### config.mk
export PLATFORM = sky130hd
export DESIGN_NAME = instr_fetch_queue
export DESIGN_NICKNAME = d
export VERILOG_FILES = /design/src/rtl/fetchq_pkg.sv /design/src/rtl/fetchq_ram.sv /design/src/rtl/instr_fetch_queue.sv
export SDC_FILE = /design/constraint.sdc
export NUM_CORES = 1
export LEC_CHECK = 0
export CORE_MARGIN = 5
export CORE_UTILIZATION = 63
export DETAILED_ROUTE_END_ITERATION = 8
export PLACE_DENSITY = 0.93
export SETUP_SLACK_MARGIN = 0.3
export SLEW_MARGIN = 20
export SYNTH_ARGS = -nofsm -noshare
export SYNTH_HDL_FRONTEND = slang
export SYNTH_SLANG_ARGS = --single-unit
### constraint.sdc
create_clock -name clk -period 16.7 [get_ports clk]
set_input_delay 2.505 -clock clk [delete_from_list [all_inputs] [get_ports clk]]
set_output_delay 2.505 -clock clk [all_outputs]
set_load 0.02 [all_outputs]
### src/rtl/fetchq_pkg.sv
// Shared types and constants for the instruction fetch queue.
package fetchq_pkg;

    // Free slots that must stay open: the current push plus the pair in flight.
    localparam int FQ_STALL_MARGIN = 4;

    typedef struct packed {
        logic [31:0] pc;
        logic [31:0] instr;
    } fq_entry_t;

    typedef enum logic {
        RUN  = 1'b0,
        DROP = 1'b1
    } fq_state_t;

endpackage

### src/rtl/fetchq_ram.sv
// Entry storage for the fetch queue: two write ports, two asynchronous read ports.
module fetchq_ram
    import fetchq_pkg::*;
#(
    parameter int DEPTH = 8,
    parameter int AW    = $clog2(DEPTH)
) (
    input  logic          clk,
    input  logic          rst,
    input  logic          we0,
    input  logic [AW-1:0] waddr0,
    input  fq_entry_t     wdata0,
    input  logic          we1,
    input  logic [AW-1:0] waddr1,
    input  fq_entry_t     wdata1,
    input  logic [AW-1:0] raddr0,
    input  logic [AW-1:0] raddr1,
    output fq_entry_t     rdata0,
    output fq_entry_t     rdata1
);

    fq_entry_t mem_reg [DEPTH];

    always_ff @(posedge clk) begin
        if (rst) begin
            for (int i = 0; i < DEPTH; i++) begin
                mem_reg[i] <= '0;
            end
        end else begin
            if (we0) mem_reg[waddr0] <= wdata0;
            if (we1) mem_reg[waddr1] <= wdata1;
        end
    end

    assign rdata0 = mem_reg[raddr0];
    assign rdata1 = mem_reg[raddr1];

endmodule

### src/rtl/instr_fetch_queue.sv
// Fetch-pair queue feeding dual-issue decode, with PC stall and jump flush.
// Optional same-cycle bypass of an empty queue: define FETCHQ_BYPASS_EN.
module instr_fetch_queue
    import fetchq_pkg::*;
#(
    parameter int DEPTH = 8
) (
    input  logic                       clk,
    input  logic                       rst,
    input  logic                       fetch_valid,
    input  logic [31:0]                fetch_pc,
    input  logic [31:0]                fetch_instr0,
    input  logic [31:0]                fetch_instr1,
    input  logic                       jump,
    input  logic [1:0]                 dec_take,
    output logic                       dec_valid0,
    output logic                       dec_valid1,
    output logic [31:0]                dec_pc0,
    output logic [31:0]                dec_pc1,
    output logic [31:0]                dec_instr0,
    output logic [31:0]                dec_instr1,
    output logic                       stall,
    output logic [$clog2(DEPTH+1)-1:0] count
);

    localparam int AW = $clog2(DEPTH);
    localparam int CW = $clog2(DEPTH+1);
    localparam logic [CW-1:0] STALL_ABOVE = CW'(DEPTH - FQ_STALL_MARGIN);

    fq_state_t     state_reg;
    logic [AW-1:0] wr_ptr_reg;
    logic [AW-1:0] rd_ptr_reg;
    logic [CW-1:0] count_reg;

    fq_entry_t pair0, pair1, rd0, rd1, wdata0;
    logic      push_req, push_ok, bypass, we0, we1;
    logic [1:0] take_req, avail, take, n_wr, rd_adv;

    assign pair0 = '{pc: fetch_pc,         instr: fetch_instr0};
    assign pair1 = '{pc: fetch_pc + 32'd4, instr: fetch_instr1};

    always_comb begin
        take_req = (dec_take == 2'd3) ? 2'd2 : dec_take;
        push_req = fetch_valid && (state_reg == RUN) && !jump;
`ifdef FETCHQ_BYPASS_EN
        bypass   = push_req && (count_reg == '0);
`else
        bypass   = 1'b0;
`endif
        // Decode sees the incoming pair directly when bypassing an empty queue.
        if (bypass || count_reg >= CW'(2)) avail = 2'd2;
        else                               avail = count_reg[1:0];
        take    = (take_req < avail) ? take_req : avail;
        push_ok = push_req &&
                  (({1'b0, count_reg} + (CW+1)'(2)) <=
                   ((CW+1)'(DEPTH) + {{(CW-1){1'b0}}, take}));
        n_wr    = 2'd0;
        if (push_ok) n_wr = bypass ? (2'd2 - take) : 2'd2;
        rd_adv  = bypass ? 2'd0 : take;
        we0     = (n_wr != 2'd0);
        we1     = (n_wr == 2'd2);
        // A single write is the bypass leftover: the pair's second instruction.
        wdata0  = (n_wr == 2'd1) ? pair1 : pair0;
    end

    fetchq_ram #(.DEPTH(DEPTH), .AW(AW)) u_ram (
        .clk    (clk),
        .rst    (rst),
        .we0    (we0),
        .waddr0 (wr_ptr_reg),
        .wdata0 (wdata0),
        .we1    (we1),
        .waddr1 (wr_ptr_reg + AW'(1)),
        .wdata1 (pair1),
        .raddr0 (rd_ptr_reg),
        .raddr1 (rd_ptr_reg + AW'(1)),
        .rdata0 (rd0),
        .rdata1 (rd1)
    );

    always_ff @(posedge clk) begin
        if (rst) begin
            state_reg  <= RUN;
            wr_ptr_reg <= '0;
            rd_ptr_reg <= '0;
            count_reg  <= '0;
        end else if (jump) begin
            state_reg  <= DROP;
            wr_ptr_reg <= '0;
            rd_ptr_reg <= '0;
            count_reg  <= '0;
        end else begin
            if (state_reg == DROP) state_reg <= RUN;
            wr_ptr_reg <= wr_ptr_reg + AW'(n_wr);
            rd_ptr_reg <= rd_ptr_reg + AW'(rd_adv);
            count_reg  <= count_reg + CW'(n_wr) - CW'(rd_adv);
        end
    end

    assign dec_valid0 = bypass || (count_reg != '0);
    assign dec_valid1 = bypass || (count_reg >= CW'(2));
    assign {dec_pc0, dec_instr0} = bypass ? pair0 : rd0;
    assign {dec_pc1, dec_instr1} = bypass ? pair1 : rd1;
    assign stall = (count_reg > STALL_ABOVE);
    assign count = count_reg;

endmodule
; ---- Yosys cells after proc, flatten, opt, wreduce, memory -nomap -nowiden
; Memories as Yosys holds them, arrays and structs flattened. A register that Yosys moved wholly into a read port is not among the register bits.
; Index checks and enable logic that the tools add are counted.
[word_totals]
output_inout_bits = 135
wordCells = 52
regBits = 11
memories = 1
input_bits = 102
ram_bits = 512
[classes]
n_addsub = 9
n_eq_ne = 3
n_bitwise = 1
magnitude_cmp = 4
reduce_logical = 9
n_mux = 21
[mem_list]
columns = name, depth, word_bits, read_ports, rd_clocked_by_memory_dff, write_ports, line
row1 = u_ram.mem_reg, 8, 64, 2, 1, 8, fetchq_ram.sv:22  ; fq_entry_t mem_reg [DEPTH];
[op_table]
columns = operator, count
row1 = 2-to-1 mux 64 bit, 3
row2 = OR reduction 64 bit, 2
row3 = "adder 32 x 3 -> 32 bit, second input constant", 1
row4 = 2-to-1 mux 1 bit, 11
row5 = 2-to-1 mux 3 bit, 3
row6 = 2-to-1 mux 2 bit, 4
row7 = "adder 3 x 1 -> 3 bit, second input constant", 2
row8 = adder 3 x 2 -> 3 bit, 2
row9 = "adder 4 x 2 -> 5 bit, first input constant", 1
row10 = "adder 4 x 2 -> 5 bit, second input constant", 1
row11 = <= comparator 5 bit, 1
row12 = adder 4 x 2 -> 4 bit, 1
row13 = "== test 2 bit, second input constant", 2
row14 = ">= comparator 4 x 2 -> 1 bit, second input constant", 1
row15 = "> comparator 4 x 3 -> 1 bit, second input constant", 1
row16 = nonzero test 4 bit, 1
row17 = subtractor 4 x 2 -> 4 bit, 1
row18 = logical AND 1 bit, 3
row19 = "== test 2 x 1 -> 1 bit, second input constant", 1
row20 = < comparator 2 bit, 1
row21 = nonzero test 2 bit, 1
row22 = OR reduction 2 bit, 1
row23 = zero test 1 bit, 1
row24 = NOT 1 bit, 1

; ---- Logic depth before layout (Yosys ltp)
; Gate-level depths: netlist of the first run.
[logic_depth]
ltp_word = 14
ltp_mapped = 19
ltp_nobuf = 19

; ---- Cells and area by module
; Synthesis of the first run repeated with hierarchy kept, for this count alone.
[unflattened]
cells_unflattened = 2440
hier_area_um2 = 33956.3
[by_module_without_submodules]
columns = mod, area_each_um2, cells_per_inst, n_inst
row1 = fetchq_ram, 32701.4, 2282, 1
row2 = instr_fetch_queue, 1255.0, 158, 1

; ---- Worst setup path after synthesis of the first run
; Ideal clock, no wire load.
[synth_timing]
kind = input to register
startpoint = input dec_take[1]
endpoint = memory u_ram.mem_reg[2][0] in the netlist's numbering, enable pin
path_stages = 13
setup_time_ns = 0.507
slack_ns = 8.801
required_time_ns = 16.193
t_arrival_ns = 7.392
path_cell_list = clkbuf_1 -> ha_1 -> nor2b_1 -> a21oi_1 -> nor2_1 -> ha_1 -> nand3_1 -> o211ai_1 -> and4_4 -> inv_4 -> or4b_4 -> buf_6 -> nand2b_1
[synth_lines]
columns = item, line
row1 = "start, declared", instr_fetch_queue.sv:15  ; input logic [1:0] dec_take,
row2 = "end, declared", fetchq_ram.sv:22

; ---- Final worst setup path of the first run
[layout_timing]
startpoint = register rd_ptr_reg[0]
endpoint = output dec_pc1[31]
[layout_via]
elab_chain_len = 2
[layout_rtl]
columns = item, line
row1 = "start, declared", instr_fetch_queue.sv:32  ; logic [AW-1:0] rd_ptr_reg;
row2 = "start signal, assigned", instr_fetch_queue.sv:95  ; rd_ptr_reg <= rd_ptr_reg + AW'(rd_adv);
row3 = adder 3 x 1 -> 3 bit, instr_fetch_queue.sv:76  ; .raddr1 (rd_ptr_reg + AW'(1)),
row4 = memory read (8 x 64 bit), n/a
row5 = "end, declared", instr_fetch_queue.sv:19  ; output logic [31:0] dec_pc1,
; Every way passes these cells.

==> qor.yml, run 1 <==
outcome: "finished, final reports clean"
crit_required_ns: 14.20
power_density_nw_per_um2: 120
dr.pass1.iters: 5
worstPathArrival_ns: 4.63
cp-end-kind: "output port"
post_cts_resized: 0
syn_area_um2: 27000
clkTransAtPathRegs_ns: 0.06
cts_max_level: 2
rr_worst_depth: 17
die_w_um: 217
path_max_fanout: 78
portBuffers: 236
finalNetCount: 1984
root_buffer: "clkbuf_16"
power_leakage_nw: 10.8
crit_chain: "ha_4 > buf_6 > mux4_2 > mux2_2 > clkdlybuf4s50_1"
hold_depth: 3
cp.depth: 5
maxCapViolCount: 0
rsz0062_at_grt: "no"
grt_max_degree: 96
fin_skew_ns: 0.0176
cp_slowest_stage_delay_ns: 0.98
finalCritPeriodShare_pct: 42.7
clk_latency_ns: 0.60
critPathSlowestCell: "dfxtp_4"
syn_inst: 1693
post_cts_buffers: 0
die_h_um: 217
fmax_mhz: 140
grt_pass1_vias: 17726
wirelength_um: 67900
timing.final.hold_violations: 0
min_period_ns: 7.14
ys_types: 39
cts_tree: "done"
ant_nets: 0
hold_ws_ns: 0.695
via_per_inst: 6.71
synth_warnings: 0
grt_pass1_wl_um: 105000
dpl.hpwl_um: 40300
worstMarginPinSlew_ns: 1.17
die_area_um2: 47200
synthToLayoutAreaGrowth_pct: 16.2
worst-setup-path-type: "flop to output port"
largest_reg_flops: 504
drtIter0Drc: 2083
synth_seq_area_share_pct: 56.7
grt_usage_pct: 29.0
drc: 0
syn-num-nets: 1811
max-clock-path-buffers: 3
final_max_slew_viol_count: 0
start_util_pct: 63.2
wire_per_inst_um: 27.6
worst_ir_drop_vdd_uv: 91.2
core_area_um2: 42800
rows: 76
num_io_pins: 237
finalSetupTns_ns: 0
avgSynthCellArea_um2: 16.0
holdBufCountCts: 0
start_kind: "flop"
gp_congestion: 0.801
cp_top_family: "buffers and inverters"
hold_path.class: "flop to flop"
synth-seq-cells: 514
final_layout_size_suffix_gt1_share_pct: 26.0
slew_headroom_pct: 21.4
setup_viol: 0
cts_made_buffers: 52
grt-ovfl-total: 0
antenna_found_initial: 10
critical_path_buf_inv_count: 2
cts_sinks: 514
vias: 16498
[kinds of logic after synthesis]
| logic type | share of synthesized area [%] |
|---|---|
| xor+xnor | 1.07 |
| fa+ha+maj | 0.823 |
| simple gates | 12.7 |
| compound gates | 0.0879 |
| flops | 56.7 |
| mux | 26.1 |
| buf+inv | 2.46 |
[synth_stat cells]
library cell	n	share of area, %
inv_1	13	0.18
nand2b_1	5	0.12
nor3_1	8	0.15
buf_2	26	0.48
nor4_2	1	0.046
edfxtp_1	504	56
xnor2_1	11	0.36
ha_1	13	0.60
nor2_1	126	1.7
or4_1	1	0.028
buf_6	4	0.17
nor4_4	1	0.079
mux2_2	124	5.2
nand2_1	12	0.17
nand4_1	14	0.32
nor2_2	8	0.19
inv_4	1	0.023
and4_1	2	0.065
a31oi_1	1	0.023
clkbuf_2	18	0.33
nand3_1	15	0.28
xor2_1	22	0.71
buf_4	1	0.028
fa_1	3	0.22
nor4_1	4	0.093
nor4b_4	2	0.18
or3_1	1	0.023
mux4_2	252	21
and2_1	386	8.9
and3_1	4	0.093
nor2b_1	4	0.093
or4b_4	1	0.051
and4_4	1	0.042
dfxtp_1	10	0.74
a21oi_1	2	0.037
nor3_2	1	0.037
clkbuf_1	71	0.99
buf_1	19	0.26
o211ai_1	1	0.028
[layer usage]
metal  track usage (%)  share of wire (%)  vias to the layer above
met5             0.104              0.093                        -
met2              50.1                 53                      965
li1                  -                  -                     6841
met3              5.73                9.1                      168
met1              37.2                 35                     8514
met4              10.5                3.2                       10
[worst min-delay path, delay by kind of cell, from the launching register on]
family	cells	cell delay (ns)
adder cells (fa/ha/maj)	1	0.16
buffers and inverters	1	0.11
flip-flops	1	0.33
AND/OR/NAND/NOR	1	0.05
[final cells by class]
cell class	count	area, um2
clock inverter	32	290
clock buffer	62	1340
inverter	14	55.1
multi-input combinational	1026	11100
antenna	6	15.0
sequential	514	15300
tap	546	683
fill	2410	11400
timing repair buffer	258	2580
[power by group]
| part | switching [mW] | internal (mW) |
|---|---|---|
| clock | 0.492 | 0.648 |
| sequential | 0.0619 | 1.49 |
| combinational | 0.532 | 0.560 |
[final timing paths]
kind | start | to | slack, ns
max | rd_ptr_reg[0] | dec_pc1[31] | 9.56
min | count[0] | count[0] | 0.70
max reg2reg | count[2] | u_ram.mem_reg[6][30] | 11.45
min reg2reg | count[0] | count[0] | 0.70
[placed cells by master, fill, tap and decap left out, drive strengths merged]
master         Yosys  routed
nor2             134     134
xor2              22      22
or4b               1       1
mux4             252     252
fa                 3       3
clkdlybuf4s50      0     236
a31oi              1       1
inv               14      15
and3               4       4
nand2b             5       5
and2             386     386
nor4               6       6
diode              0       6
nand3             15      15
dfxtp             10      10
nor3               9       9
ha                13      13
a21oi              2       2
buf               50      22
clkbuf            89      62
mux2             124     124
or4                1       1
xnor2             11      11
or3                1       1
o211ai             1       1
edfxtp           504     504
nand2             12      12
bufinv             0       5
nor4b              2       2
nand4             14      14
and4               3       3
nor2b              4       4
clkinv             0      26
[stage by stage]
step           setup slack [ns]  instance area (um2)  total power [mW]  instances  util, %
2_1_floorplan              8.80                27000              2.26       1693        -
3_3_place_gp               9.44                29700              2.62       2356     69.4
3_5_place_dp               9.38                29700              2.66       2356     69.4
4_1_cts                    9.52                31300              3.79       2450     73.2
5_1_grt                    9.35                31400              3.91       2456     73.4
6_report                   9.56                31400              3.78       2458     73.4
Power figures use the tool's default switching activity.
==> run 2, diff against run 1 <==
Settings changed: CORE_UTILIZATION 63 to 53, PLACE_DENSITY 0.93 to 0.84.
Clock period 16.7 ns to 5.9 ns, I/O delays scaled along.
==> qor.yml, run 2 (synthesis results as in run 1) <==
outcome: "finished, final reports clean"
critical_path_buf_inv_count: 2
die_w_um: 236
fmax_mhz: 201
via_per_inst: 6.16
clk_latency_ns: 0.63
drtIter0Drc: 1288
grt_pass1_wl_um: 102000
wirelength_um: 65500
min_from: "count[0]"
setup_viol: 0
post_cts_buffers: 0
power_leakage_nw: 10.9
min_to: "count[0]"
regToRegEndpoint: "u_ram.mem_reg[3][24]"
rsz0062_at_grt: "no"
wire_per_inst_um: 25.3
cp_slowest_stage_delay_ns: 0.82
rows: 82
grt-ovfl-total: 0
worstPathArrival_ns: 4.09
root_buffer: "clkbuf_16"
crit_required_ns: 5.02
clkTransAtPathRegs_ns: 0.06
clockPowerShare_pct: 30.4
swShare_pct: 28.6
holdBufCountCts: 0
largest_reg_flops: 504
antenna_found_initial: 4
critPathSlowestCell: "dfxtp_4"
crit_chain: "ha_4 > buf_4 > mux4_2 > mux2_2 > clkdlybuf4s50_1"
start_kind: "flop"
post_cts_resized: 0
pwr-share-seq_pct: 40.7
grt_pass1_vias: 17190
cts_max_level: 2
grt_max_degree: 131
final_common_cell: "edfxtp_1"
rr_worst_depth: 16
gp_congestion: 0.811
hold_depth: 3
worst-setup-path-type: "flop to output port"
vias: 15992
r2r_setup_slack_ns: 1.52
cts_made_buffers: 54
power.internal_mw: 7.63
timing.final.hold_violations: 0
num_io_pins: 237
layout_common_cells: "504 x edfxtp_1, 386 x and2_1, 252 x mux4_2"
max-clock-path-buffers: 3
core_area_um2: 50300
die_area_um2: 55700
cts_tree: "done"
die_h_um: 236
cts_sinks: 514
pwr-share-comb_pct: 28.9
p_sw_mw: 3.06
slew_headroom_pct: 28.7
worst_ir_drop_vdd_uv: 305
start_util_pct: 53.8
cp-end-kind: "output port"
grt_usage_pct: 23.4
cp_top_family: "buffers and inverters"
final_max_slew_viol_count: 0
finalSetupTns_ns: 0
final_layout_size_suffix_gt1_share_pct: 26.4
maxCapViolCount: 0
drc: 0
r2r_start: "count[2]"
fin_skew_ns: 0.0337
power_density_nw_per_um2: 336
hold_path.class: "flop to flop"
portBuffers: 236
dpl.hpwl_um: 39900
dr.pass1.iters: 5
worstMarginPinSlew_ns: 1.06
final_area_um2: 31800
place_area_um2: 30100
finalNetCount: 1993
min_period_ns: 4.98
ant_nets: 0
synthToLayoutAreaGrowth_pct: 17.5
path_max_fanout: 40
finalCritPeriodShare_pct: 84.4
-- run 2: power groups by stage --
stage	Sequential (mW)	Clock [mW]	Combinational, mW
final	4.35	3.25	3.09
after global routing	4.37	3.46	3.28
after CTS	4.35	3.29	3.14
after detailed placement	4.42	0	3.11
after global placement	4.40	0	3.08
after floorplan	4.36	0	2.02
-- run 2: worst max path at each step --
stage,from,to,slack (ns),depth (start not counted)
floorplan,count[2],u_ram.mem_reg[2][0],1.0,16
global placement,dec_take[1],u_ram.mem_reg[2][24],1.15,13
detailed placement,dec_take[1],u_ram.mem_reg[3][30],1.13,13
CTS,rd_ptr_reg[1],dec_pc1[30],0.86,5
global route,rd_ptr_reg[1],dec_pc1[13],0.75,5
finish,rd_ptr_reg[1],dec_pc1[25],0.92,5
-- run 2: metal layers --
layer | up-vias | share of wire [%] | GRT usage (%)
met5 | - | 0.038 | 0
met3 | 103 | 7.7 | 4.63
met1 | 8352 | 38 | 30.3
li1 | 6860 | - | -
met4 | 6 | 2.1 | 5.75
met2 | 671 | 53 | 41.0
-- run 2: per-stage QoR --
step	setup slack (ns)	utilization [%]	power, mW	hold WS [ns]	std cells
after global routing	0.752	63.2	11.1	0.721	2592
after global placement	1.15	59.8	7.48	0.674	2491
after CTS	0.864	63.2	10.8	0.683	2591
after detailed placement	1.13	59.8	7.53	0.675	2491
final	0.920	63.2	10.7	0.683	2594
after floorplan	0.999	-	6.38	0.575	1693
-- run 2: final cells by class --
class | instances | area (um2)
antenna | 3 | 7.51
clock buffer | 77 | 1480
clock inverter | 23 | 216
fill | 3476 | 18500
inverter | 14 | 55.1
multi-input combinational | 1026 | 11100
sequential | 514 | 15300
tap | 672 | 841
timing repair buffer | 265 | 2720
-- run 2: worst min-delay path: cells and delay by family, from the launching register on --
family / cells / cell delay [ns]
fa+ha+maj: 1 / 0.16
buf+inv: 1 / 0.10
flops: 1 / 0.32
simple gates: 1 / 0.05
==> run 3, diff against run 2 <==
Clock period 5.9 ns to 4.5 ns, I/O delays scaled along.
==> qor.yml, run 3 (synthesis results as in run 1) <==
finalCritPeriodShare_pct: 90.8
r2r_start: "count[2]"
p_sw_mw: 4.06
drtIter0Drc: 1463
die_w_um: 236
rsz0062_at_grt: "no"
cts_sinks: 514
gp_congestion: 0.825
r2r_setup_slack_ns: 0.55
synthToLayoutAreaGrowth_pct: 19.0
dpl.hpwl_um: 41100
finalPower_mw: 14.4
hold_ws_ns: 0.675
min_to: "count[0]"
finalSetupTns_ns: 0
finalNetCount: 2008
outcome: "finished, final reports clean"
hold_depth: 3
setup_viol: 0
start_util_pct: 53.8
pre_cts_ws_ns: 0.336
final_layout_size_suffix_gt1_share_pct: 27.2
largest_reg_flops: 504
drc: 0
max-clock-path-buffers: 3
cts_made_buffers: 53
layout_common_cells: "504 x edfxtp_1, 386 x and2_1, 252 x mux4_2"
regToRegEndpoint: "count[3]"
grt_usage_pct: 23.8
fmax_mhz: 245
grt-ovfl-total: 0
finalWorstSetupSlack_ns: 0.413
crit_required_ns: 3.83
ant_nets: 0
final_common_cell: "edfxtp_1"
grt_pass1_vias: 17431
clk_latency_ns: 0.61
worstPathArrival_ns: 3.41
rr_worst_depth: 19
portBuffers: 236
place_area_um2: 30400
vias: 16254
die_h_um: 236
n_fill_cell: 3501
setup.worst_path.start: "rd_ptr_reg[0]"
core_area_um2: 50300
grt_max_degree: 136
power_density_nw_per_um2: 447
worstMarginPinSlew_ns: 0.996
dr.pass1.iters: 5
via_per_inst: 6.24
cp-end-kind: "output port"
seqCellArea_um2: 15300
clockPowerShare_pct: 31.5
slew_headroom_pct: 33.6
min_from: "count[0]"
power_leakage_nw: 11.1
wire_per_inst_um: 25.6
final_max_slew_viol_count: 0
swShare_pct: 28.2
rows: 82
grt_pass1_wl_um: 104000
worst_ir_drop_vdd_uv: 309
timing.final.hold_violations: 0
cts_max_level: 2
placed_cells: 2507
finalNonFillerCells: 2605
pwr-share-comb_pct: 29.1
final_area_um2: 32200
clkTransAtPathRegs_ns: 0.06
final_util_pct: 64.0
fin_skew_ns: 0.0162
hold_path.class: "flop to flop"
maxCapViolCount: 0
power.internal_mw: 10.3
pwr-share-seq_pct: 39.3
start_kind: "flop"
path_max_fanout: 135
antenna_found_initial: 5
die_area_um2: 55700
multi_input_area_um2: 11100
wirelength_um: 66800
root_buffer: "clkbuf_16"
num_io_pins: 237
cts_tree: "done"
worst-setup-path-type: "flop to output port"
min_period_ns: 4.09
[run 3: cell types whose count changed in the layout (fill, tap and decap cells not counted), moves of 3 or more]
| cell | previous run | this run |
|---|---|---|
| clkinv_1 | 4 | 13 |
| clkbuf_8 | 4 | 0 |
| clkbuf_1 | 19 | 6 |
| buf_12 | 11 | 24 |
| bufinv_16 | 2 | 9 |
| clkinv_2 | 11 | 8 |
[run 3: critical path, cell delays in order (launching register included)]
cell             delay [ns]
dfxtp_4                0.50
buf_16                 0.49
mux4_2                 0.63
mux2_2                 0.33
clkdlybuf4s50_1        0.55
[run 3: worst max-delay path by stage]
stage                                to  slack (ns)  cells after the start
finish                   dec_instr1[21]        0.41                      4
CTS                         dec_pc1[20]        0.38                      5
detailed placement             count[3]        0.34                     16
global placement               count[3]        0.39                     16
global route             dec_instr1[21]        0.31                      4
floorplan           u_ram.mem_reg[2][0]        0.34                     16
[run 3: layout make-up]
class                      instances  share of cell area, %
antenna                            3                 0.0233
clock buffer                      59                   4.19
clock inverter                    36                   1.40
inverter                          14                  0.171
multi-input combinational       1026                   34.5
sequential                       514                   47.7
tap                              672                   2.61
timing repair buffer             281                   9.38
[run 3: what timing repair did]
| item | in CTS | in global routing |
|---|---|---|
| endpoints found under the setup margin | 0 | 13 |
| buffers inserted | 0 | 0 |
| hold buffers | 0 | 0 |
| gates resized for setup | 0 | 1 |
[run 3: routing by layer]
layer  vias to the layer above  global-route usage [%]  part of all wire, %
li1                       6889                       -                    -
met1                      8445                    30.7                   37
met2                       806                    41.3                   52
met3                       110                    5.44                  8.8
met4                         4                    5.82                  2.1
met5                         -                       0                0.021
[run 3: power by group through the flow]
stage	Sequential (mW)	Combinational (mW)	Clock, mW
after floorplan	5.71	2.65	0
after global placement	5.72	4.14	0
after detailed placement	5.75	4.19	0
after CTS	5.65	4.24	4.59
after global routing	5.68	4.45	4.79
final	5.66	4.19	4.54
